==> config.mk <==
export PLATFORM = sky130hd
export DESIGN_NAME = write_out_stream
export DESIGN_NICKNAME = d
export VERILOG_FILES = /design/src/rtl/write_out_pkg.sv /design/src/rtl/write_out_beat_sel.sv /design/src/rtl/write_out_stream.sv
export SDC_FILE = /design/constraint.sdc
export NUM_CORES = 2
export LEC_CHECK = 0
export CORE_AREA = 2 2 420 422
export CTS_BUF_LIST = sky130_fd_sc_hd__clkbuf_4
export DETAILED_ROUTE_END_ITERATION = 6
export DIE_AREA = 0 0 422 424
export GPL_TIMING_DRIVEN = 0
export PLACE_DENSITY = 0.51
export SKIP_LAST_GASP = 1
export SYNTH_ARGS = -nofsm -noshare
export SYNTH_HDL_FRONTEND = slang
export SYNTH_SLANG_ARGS = --single-unit
export TNS_END_PERCENT = 20
==> constraint.sdc <==
create_clock -name clk -period 3.45 [get_ports clk]
set_clock_uncertainty 0.2 [all_clocks]
set_input_delay 0.8625 -clock clk [delete_from_list [all_inputs] [get_ports clk]]
set_output_delay 0.8625 -clock clk [all_outputs]
set_load 0.005 [all_outputs]
==> src/rtl/write_out_pkg.sv <==
// Shared types and sizing helpers for the PE-row to SRAM write serializer.
package write_out_pkg;

    typedef enum logic [1:0] {
        ST_IDLE     = 2'd0,
        ST_WAIT_ROW = 2'd1,
        ST_DRAIN    = 2'd2
    } state_t;

    function automatic int beats_of(input int array_size, input int lanes);
        return array_size / lanes;
    endfunction

    // A single-beat row still needs a one-bit counter.
    function automatic int beat_cnt_width(input int beats);
        return (beats <= 1) ? 1 : $clog2(beats);
    endfunction

    function automatic bit lanes_divide(input int array_size, input int lanes);
        return (lanes > 0) && (array_size % lanes == 0);
    endfunction

endpackage

==> src/rtl/write_out_beat_sel.sv <==
// Registered lane-slice mux: picks LANES words of a row by beat index.
module write_out_beat_sel #(
    parameter int ARRAY_SIZE = 32,
    parameter int DATA_WIDTH = 32,
    parameter int LANES      = 1,
    parameter int BCW        = 5
) (
    input  logic                             clk,
    input  logic                             srstn,
    input  logic                             load,
    input  logic [ARRAY_SIZE*DATA_WIDTH-1:0] row,
    input  logic [BCW-1:0]                   beat,
    output logic [LANES*DATA_WIDTH-1:0]      wdata
);

    localparam int SLICE_W = LANES * DATA_WIDTH;

    always_ff @(posedge clk) begin
        if (!srstn) begin
            wdata <= '0;
        end else if (load) begin
            wdata <= row[int'(beat) * SLICE_W +: SLICE_W];
        end
    end

endmodule

==> src/rtl/write_out_stream.sv <==
// Buffers one PE result row and drains it to the result SRAM LANES words per beat.
//   state    | meaning
//   IDLE     | waiting for cfg_start; no writes
//   WAIT_ROW | run active, buffer empty, in_ready high
//   DRAIN    | buffered row being written, one beat per accepted sram_ready
module write_out_stream
    import write_out_pkg::*;
#(
    parameter int ARRAY_SIZE    = 32,
    parameter int DATA_WIDTH    = 32,
    parameter int LANES         = 1,
    parameter int ADDR_WIDTH    = 10,
    parameter int ROW_CNT_WIDTH = 8
) (
    input  logic                             clk,
    input  logic                             srstn,
    input  logic                             cfg_start,
    input  logic [ADDR_WIDTH-1:0]            cfg_base_addr,
    input  logic [ROW_CNT_WIDTH-1:0]         cfg_num_rows,
    input  logic                             in_valid,
    output logic                             in_ready,
    input  logic [ARRAY_SIZE*DATA_WIDTH-1:0] parallel_data_in,
    input  logic                             sram_ready,
    output logic                             sram_we,
    output logic [LANES*DATA_WIDTH-1:0]      sram_wdata,
    output logic [ADDR_WIDTH-1:0]            sram_waddr,
    output logic                             busy,
    output logic                             done
);

    localparam int BEATS = beats_of(ARRAY_SIZE, LANES);
    localparam int BCW   = beat_cnt_width(BEATS);
    localparam int ROW_W = ARRAY_SIZE * DATA_WIDTH;
    localparam logic [BCW-1:0] LAST_BEAT = BCW'(BEATS - 1);

    if (!lanes_divide(ARRAY_SIZE, LANES)) begin : g_bad_lanes
        $error("write_out_stream: LANES must divide ARRAY_SIZE");
    end

    state_t                   state, state_nxt;
    logic [ROW_W-1:0]         row_buf;
    logic [ROW_CNT_WIDTH-1:0] num_rows_q;
    logic [ROW_CNT_WIDTH-1:0] row_cnt;
    logic [BCW-1:0]           beat_cnt;
    logic [ADDR_WIDTH-1:0]    waddr_q;
    logic                     done_q;

    logic             last_beat, last_row, accept;
    logic             capture, start_run, start_empty, sel_load;
    logic [ROW_W-1:0] sel_row;
    logic [BCW-1:0]   sel_beat;

    assign last_beat = (beat_cnt == LAST_BEAT);
    assign last_row  = (row_cnt == num_rows_q - ROW_CNT_WIDTH'(1));
    assign accept    = (state == ST_DRAIN) && sram_ready;

    always_comb begin
        state_nxt   = state;
        in_ready    = 1'b0;
        capture     = 1'b0;
        start_run   = 1'b0;
        start_empty = 1'b0;
        case (state)
            ST_IDLE: begin
                if (cfg_start) begin
                    if (cfg_num_rows != '0) begin
                        start_run = 1'b1;
                        state_nxt = ST_WAIT_ROW;
                    end else begin
                        start_empty = 1'b1;
                    end
                end
            end
            ST_WAIT_ROW: begin
                in_ready = 1'b1;
                if (in_valid) begin
                    capture   = 1'b1;
                    state_nxt = ST_DRAIN;
                end
            end
            ST_DRAIN: begin
                if (accept && last_beat) begin
                    if (last_row) begin
                        state_nxt = ST_IDLE;
                    end else begin
                        // Accepting the next row here keeps back-to-back rows bubble-free.
                        in_ready = 1'b1;
                        if (in_valid) begin
                            capture = 1'b1;
                        end else begin
                            state_nxt = ST_WAIT_ROW;
                        end
                    end
                end
            end
            default: state_nxt = ST_IDLE;
        endcase
    end

    // A fresh row is not in row_buf yet, so beat 0 comes straight from the input bus.
    always_comb begin
        sel_load = capture || (accept && !last_beat);
        sel_row  = capture ? parallel_data_in : row_buf;
        sel_beat = capture ? '0 : beat_cnt + BCW'(1);
    end

    always_ff @(posedge clk) begin
        if (!srstn) begin
            state      <= ST_IDLE;
            row_buf    <= '0;
            num_rows_q <= '0;
            row_cnt    <= '0;
            beat_cnt   <= '0;
            waddr_q    <= '0;
            done_q     <= 1'b0;
        end else begin
            state  <= state_nxt;
            done_q <= start_empty || (accept && last_beat && last_row);
            if (start_run) begin
                num_rows_q <= cfg_num_rows;
                waddr_q    <= cfg_base_addr;
                row_cnt    <= '0;
                beat_cnt   <= '0;
            end
            if (accept) begin
                waddr_q <= waddr_q + ADDR_WIDTH'(1);
                if (!last_beat) begin
                    beat_cnt <= beat_cnt + BCW'(1);
                end else if (!last_row) begin
                    row_cnt <= row_cnt + ROW_CNT_WIDTH'(1);
                end
            end
            if (capture) begin
                row_buf  <= parallel_data_in;
                beat_cnt <= '0;
            end
        end
    end

    write_out_beat_sel #(
        .ARRAY_SIZE (ARRAY_SIZE),
        .DATA_WIDTH (DATA_WIDTH),
        .LANES      (LANES),
        .BCW        (BCW)
    ) u_beat_sel (
        .clk   (clk),
        .srstn (srstn),
        .load  (sel_load),
        .row   (sel_row),
        .beat  (sel_beat),
        .wdata (sram_wdata)
    );

    assign sram_we    = (state == ST_DRAIN);
    assign sram_waddr = waddr_q;
    assign busy       = (state != ST_IDLE);
    assign done       = done_q;

endmodule

[Word level (Yosys, flattened, before mapping)]
Index checks and enable logic that the tools add are counted.
Storage, ports and cells
  register bits after elaboration: 1090
  output and inout port bits: 46
  word-level logic and storage cells: 67
  input port bits: 1047
Operators by class
  mux-type cells: 31
  add/subtract/negate cells: 4
  equal/unequal tests: 9
  shift-type cells: 1
  reduce and logical (&&, ||, !) cells: 13
  bitwise gates (word level): 1
Operators with widths (count)
  1024-bit 2-to-1 mux: 1
  1024-bit by 11-bit indexed part select with 32-bit output: 1
  8-bit 2-to-1 mux: 4
  10-bit 2-to-1 mux: 2
  5-bit 2-to-1 mux: 4
  2-bit 2-to-1 mux: 6
  1-bit 2-to-1 mux: 11
  10-bit by 1-bit adder with 10-bit output (second input constant): 1
  8-bit by 1-bit adder with 8-bit output (second input constant): 1
  8-bit == test: 1
  8-bit nonzero test: 1
  8-bit by 1-bit subtractor with 8-bit output (second input constant): 1
  2-bit inequality test (second input constant): 3
  2-bit one-hot mux with 3 select lines: 1
  5-bit by 1-bit adder with 5-bit output (second input constant): 1
  5-bit == test (second input constant): 1
  5-bit AND reduction: 1
  1-bit logical AND: 4
  1-bit one-hot mux with 2 select lines: 2
  2-bit nonzero test: 2
  3-bit by 2-bit inequality test with 1-bit output (second input constant): 1
  2-bit by 1-bit == test with 1-bit output (second input constant): 1
  2-bit == test (second input constant): 1
  2-bit zero test: 1
  5 further kinds: 6

[Longest topological paths before layout]
  word-level depth: 8
  depth in mapped cells: 15

[Hierarchy]
Synthesis repeated with hierarchy kept, for this count alone.
Unflattened totals
  cell total of the unflattened synthesis: 7004
  area, all modules: 64612.0 µm²
Modules (own cells, without submodules)
  write_out_stream: cells an instance 5836, times used 1, seq. area each 21180.3 µm², area each 54772.5 µm²
  write_out_beat_sel: cells an instance 1168, times used 1, seq. area each 640.6 µm², area each 9839.4 µm²

[Least setup slack after synthesis]
OpenSTA, ideal clock, no wires.
  kind: reg-to-reg
  start point: reg beat_cnt[1]
  end point: reg row_buf[1000]
  data arrival time: 3.088 ns
  clock period less this slack: 3.359 ns
  path slack: 0.091 ns
  path buffers: 6
  library setup time: 0.070 ns
  stages on the path, launching flop included: 16
  path through: dfxtp_1 > ha_1 > and3_1 > ha_1 > and3_1 > and3_1 > clkbuf_1 > o21ai_0 > buf_2 > nand2_1 > buf_2 > buf_2 > clkbuf_1 > clkbuf_1 > nand2_1 > a21oi_1
Between the ends
  longest elaborated chain between the ends: 5
RTL lines
  from (decl): RTL line write_out_stream.sv:44  | logic [BCW-1:0] beat_cnt;
  from (signal assigned): RTL line write_out_stream.sv:128  | beat_cnt <= beat_cnt + BCW'(1);
  5-bit == test: RTL line write_out_stream.sv:53  | assign last_beat = (beat_cnt == LAST_BEAT);
  1-bit logical AND: RTL line write_out_stream.sv:82  | if (accept && last_beat) begin
  1-bit 2-to-1 mux: RTL line write_out_stream.sv:82
  1-bit one-hot mux with 2 select lines: RTL line write_out_stream.sv:63  | case (state)
  1024-bit 2-to-1 mux
  to (signal assigned): RTL line write_out_stream.sv:134  | row_buf <= parallel_data_in;
  to (decl): RTL line write_out_stream.sv:41  | logic [ROW_W-1:0] row_buf;
No other way between the ends.
A chain may end at the register's enable or synchronous reset.

[Final worst setup path]
  start point: reg num_rows_q[3]
  end point: out in_ready
Between the ends
  longest elaborated chain between the ends: 5
RTL lines
  from (decl): RTL line write_out_stream.sv:42  | logic [ROW_CNT_WIDTH-1:0] num_rows_q;
  from (signal assigned): RTL line write_out_stream.sv:120  | num_rows_q <= cfg_num_rows;
  8-bit by 1-bit subtractor with 8-bit output: RTL line write_out_stream.sv:54  | assign last_row = (row_cnt == num_rows_q - ROW_CNT_WIDTH'(1));
  8-bit == test: RTL line write_out_stream.sv:54
  1-bit 2-to-1 mux: RTL line write_out_stream.sv:83  | if (last_row) begin
  1-bit 2-to-1 mux: RTL line write_out_stream.sv:82
  1-bit one-hot mux with 2 select lines: RTL line write_out_stream.sv:63
  to (decl): RTL line write_out_stream.sv:21  | output logic in_ready,
No other way between the ends.

==> metrics.md <==
| Metric | Value |
|---|---|
| Outcome | finished with violations |
| Failing checks | negative setup slack |
| Initial drt markers | 7122 |
| Worst reg2reg path depth | 10 |
| Clock transition at path regs | 0.06 ns |
| Most used standard cell by instance count after synthesis | nand2_1 |
| Static Leak | 26.6 nW |
| Initial antenna violation count | 70 |
| Met1 Resource Use GR | 47.4% |
| Skew-Pair Late Insertion Delay | 1.42 ns |
| Post-synth top area share | 45.6% |
| Pwr/cell area | 487 nW/um2 |
| Fin Setup TNS | -348.12 ns |
| R2r endpoint | u_beat_sel.wdata[0]$_SDFFE_PN0P_ |
| Met2 track demand over resource | 62.3% |
| Area growth syn-to-layout | 60.2% |
| Syn nets | 7113 |
| Crit path buf inv count | 2 |
| Final wirelength | 370 mm |
| Starting Density | 27.4% |
| DRC Markers | 0 |
| Port bufs | 1091 |
| CP Class | flip-flop to primary output |
| Total clock buffers created by CTS | 331 |
| Average routed wire per standard cell | 33.5 um |
| Top delay family on crit path | simple AND/OR/NAND/NOR gates |
| Total gr overflow | 0 |
| Final setup violation count | 1082 |
| Reg2Reg Setup Slack | -1.00 ns |
| Tcrit/Tclk final | 133% |
| DIE WIDTH | 422 um |
| Ranking of synthesized cells by area | dfxtp_1 (46%), nand2_1 (17%), a21oi_1 (11%) |
| Reg-to-reg critical path startpoint | beat_cnt[0]$_SDFF_PP0_ |
| Crit path capture type | primary output |
| Worst setup SP type | flip-flop |
| CTS tree | built |
| Max clock buf depth | 4 |
| Worst EP required | 2.39 ns |
| CTS sink count | 1090 |
| H-tree depth | 5 |
| WHS Endpoint | row_buf[32]$_SDFF_PN0_ |
| Main synth FF type | dfxtp_1 |
| Reg power frac | 38.6% |
| Total internal power | 24.1 mW |
| ANT nets after route | 0 |
| Slew Limit Headroom | 10.4% |
| Sw power | 13.3 mW |
| Fin cells | 11000 |
| Sw Ratio | 35.6% |
| Largest net degree at the start of global routing | 17 |
| Mapped Cells | 6056 |
| Min-delay worst type | primary input to flip-flop |
| Slew Viols, Final | 0 |
| Combinational share of power | 27.6% |
| Register bit total from synthesis | 1090 |
| HP Start | parallel_data_in[32] |
| Most area-hungry cell type in the Yosys netlist | dfxtp_1 |
| Worst VDD drop | 0.301 mV |
| Fmax | 217 MHz |
| Max Cap Viol | 0 |
| Fin. Hold Viols | 0 |
| Layout net count | 9466 |
| Ys Warns | 0 |
| All-Layer GR Usage | 39.7% |
| Fillers | 17900 |
| CP max stage cell | or3_4 |
| Layout cells sized above 1 | 13.9% |
| Post-synth ARST share | 0% |
| Met3 global-route usage | 8.65% |
| Mapped Area | 47900 um2 |
| Area of the multi-input gates | 24700 um2 |
| GPL Wtd Cong | 1.05 |
| # rows | 154 |
| IO Pins | 1093 |
| Dpl cells | 9496 |
| Top post-synthesis cells by count | nand2_1 (2134), a21oi_1 (1099), dfxtp_1 (1090), clkbuf_1 (338), nor2_1 (202) |
| CP Data Arrival Time | 3.54 ns |
| Cell Chain, Critical Path | or3_4 -> o31a_1 -> buf_6 -> nor4_4 -> o211ai_1 -> and2_4 -> o21a_1 -> buf_2 |
| Register area | 21800 um2 |
| Unique masters post-synth | 81 |
| Hold WS | 0.0317 ns |
| First-pass GRT wire length | 485 mm |
| Mean Syn Cell Area | 7.91 um2 |
| Worst-path fanout max | 6 |
| Clock Power Share | 33.8% |
| Post-synthesis sequential area ratio | 45.6% |
| RSZ-0062 raised after global routing | yes |
| Total die area | 179000 um2 |
| Worst hold path cell count | 3 |
| GRT busiest layer | met2 |
| Die height | 424 um |
| Placed inst area | 61900 um2 |
| Crit path largest cell delay | 0.37 ns |
| Dpl hpwl | 293 mm |
| Tmin final | 4.61 ns |
| Core footprint | 175000 um2 |
| CTS root buf | clkbuf_4 |
| Post-synth EDFFs | 0 |
| Vias | 59900 |
| 1st-pass router iterations | 6 |
| Vias in the first global route | 58300 |
| Design area | 76700 um2 |
| Worst-Margin Slew | 1.33 ns |
| Setup ws final | -1.16 ns |
| Routed vias/inst | 5.43 |
[cells by family (layout without fill, tap and decap cells)]
group / count (synthesis) / after routing / share of synthesized area (%)
AO/OA/AOI/OAI: 1569 / 1569 / 18.7
flip-flops: 1090 / 1090 / 45.6
XOR/XNOR: 13 / 13 / 0.238
multiplexers: 295 / 295 / 9.49
buffers and inverters: 537 / 3103 / 4.70
AND/OR/NAND/NOR: 2542 / 2542 / 21.0
adder cells (fa/ha/maj): 10 / 10 / 0.261
other: 0 / 55 / 0
[cells in the final DEF, fill, tap and decap left out, types with 23 or more instances in the layout]
master	netlist	final
clkbuf_4	0	501
o211ai_1	28	28
o22ai_1	25	25
a21oi_1	1099	1097
diode_2	0	55
nor2_1	202	200
o221ai_1	28	23
clkbuf_2	0	103
mux4_2	121	121
nor4_1	42	26
buf_4	2	68
clkdlybuf4s50_1	0	1090
a211oi_1	49	34
nand2_1	2134	2129
clkinv_1	1	66
clkbuf_1	338	166
o21ai_0	113	107
nand3_1	30	27
buf_2	146	127
a31oi_1	38	35
dlygate4sd3_1	0	893
or2_2	28	28
mux2i_1	114	108
dfxtp_1	1090	1083
mux2_2	60	58
[layer usage]
layer | wire length, um | up-vias | share of wire [%]
met2 | 164000 | 3767 | 44
met4 | 32900 | 24 | 8.9
met5 | 149 | - | 0.040
li1 | - | 25700 | -
met1 | 141000 | 29300 | 38
met3 | 31400 | 1103 | 8.5
[what timing repair did]
action | in CTS | in global routing
resized for setup | 419 | 135
setup endpoints to repair | 1095 | 1087
buffers inserted | 20 | 14
cloned | 0 | 0
hold buffers | 893 | 0
hold endpoints to repair | 896 | 0
pin swaps | 17 | 14
[per-stage QoR]
step / power, mW / utilization, % / worst slack (ns)
floorplan: 18.0 / - / 0.0915
global placement: 23.3 / 35.3 / -3.80
detailed placement: 23.3 / 35.4 / -3.51
CTS: 36.9 / 43.5 / -1.27
global route: 38.4 / 43.8 / -1.28
finish: 37.4 / 43.8 / -1.16
[how the worst max path moves through the flow]
stage	from	cells after the start	to	slack, ns
after floorplan	beat_cnt[1]$_SDFF_PP0_	15	row_buf[1000]$_SDFF_PN0_	0.09
after global placement	beat_cnt[0]$_SDFF_PP0_	9	u_beat_sel.wdata[25]$_SDFFE_PN0P_	-3.80
after detailed placement	beat_cnt[1]$_SDFF_PP0_	10	u_beat_sel.wdata[1]$_SDFFE_PN0P_	-3.51
after CTS	num_rows_q[2]$_SDFFE_PN0P_	8	in_ready	-1.27
after global routing	num_rows_q[3]$_SDFFE_PN0P_	8	in_ready	-1.28
final	num_rows_q[3]$_SDFFE_PN0P_	8	in_ready	-1.16
[final cells by class]
cell class	instances	share of cell area (%)
Antenna cell	55	0.179
Timing Repair Buffer	2027	26.4
Clock buffer	469	4.59
Clock inverter	77	0.530
Multi-Input combinational cell	4429	32.2
Sequential cell	1090	28.5
Buffer	507	3.74
Tap cell	2340	3.82
Inverter	23	0.113
[worst register-to-register path, delay by kind of cell, from the launching register on]
kind	cells	cell delay [ns]
AOI/OAI and AO/OA	4	1.45
xor gates and xnor gates	1	0.42
adders and majority gates	1	0.18
buffers and inverters	4	1.66
DFF	1	0.41
[flip-flops by register name (all words and copies together), names as in the netlist]
register	count
beat_cnt	5
done	1
num_rows_q	8
row_buf	1024
row_cnt	8
sram_waddr	10
state	2
u_beat_sel.wdata	32
[power by group through the flow]
stage | combinational [mW] | clock [mW] | sequential [mW]
finish | 10.3 | 12.6 | 14.4
floorplan | 3.79 | 0 | 14.2
global route | 10.6 | 13.4 | 14.5
CTS | 9.91 | 12.7 | 14.4
detailed placement | 8.70 | 0 | 14.6
global placement | 8.66 | 0 | 14.6
Power figures use the tool's default switching activity.
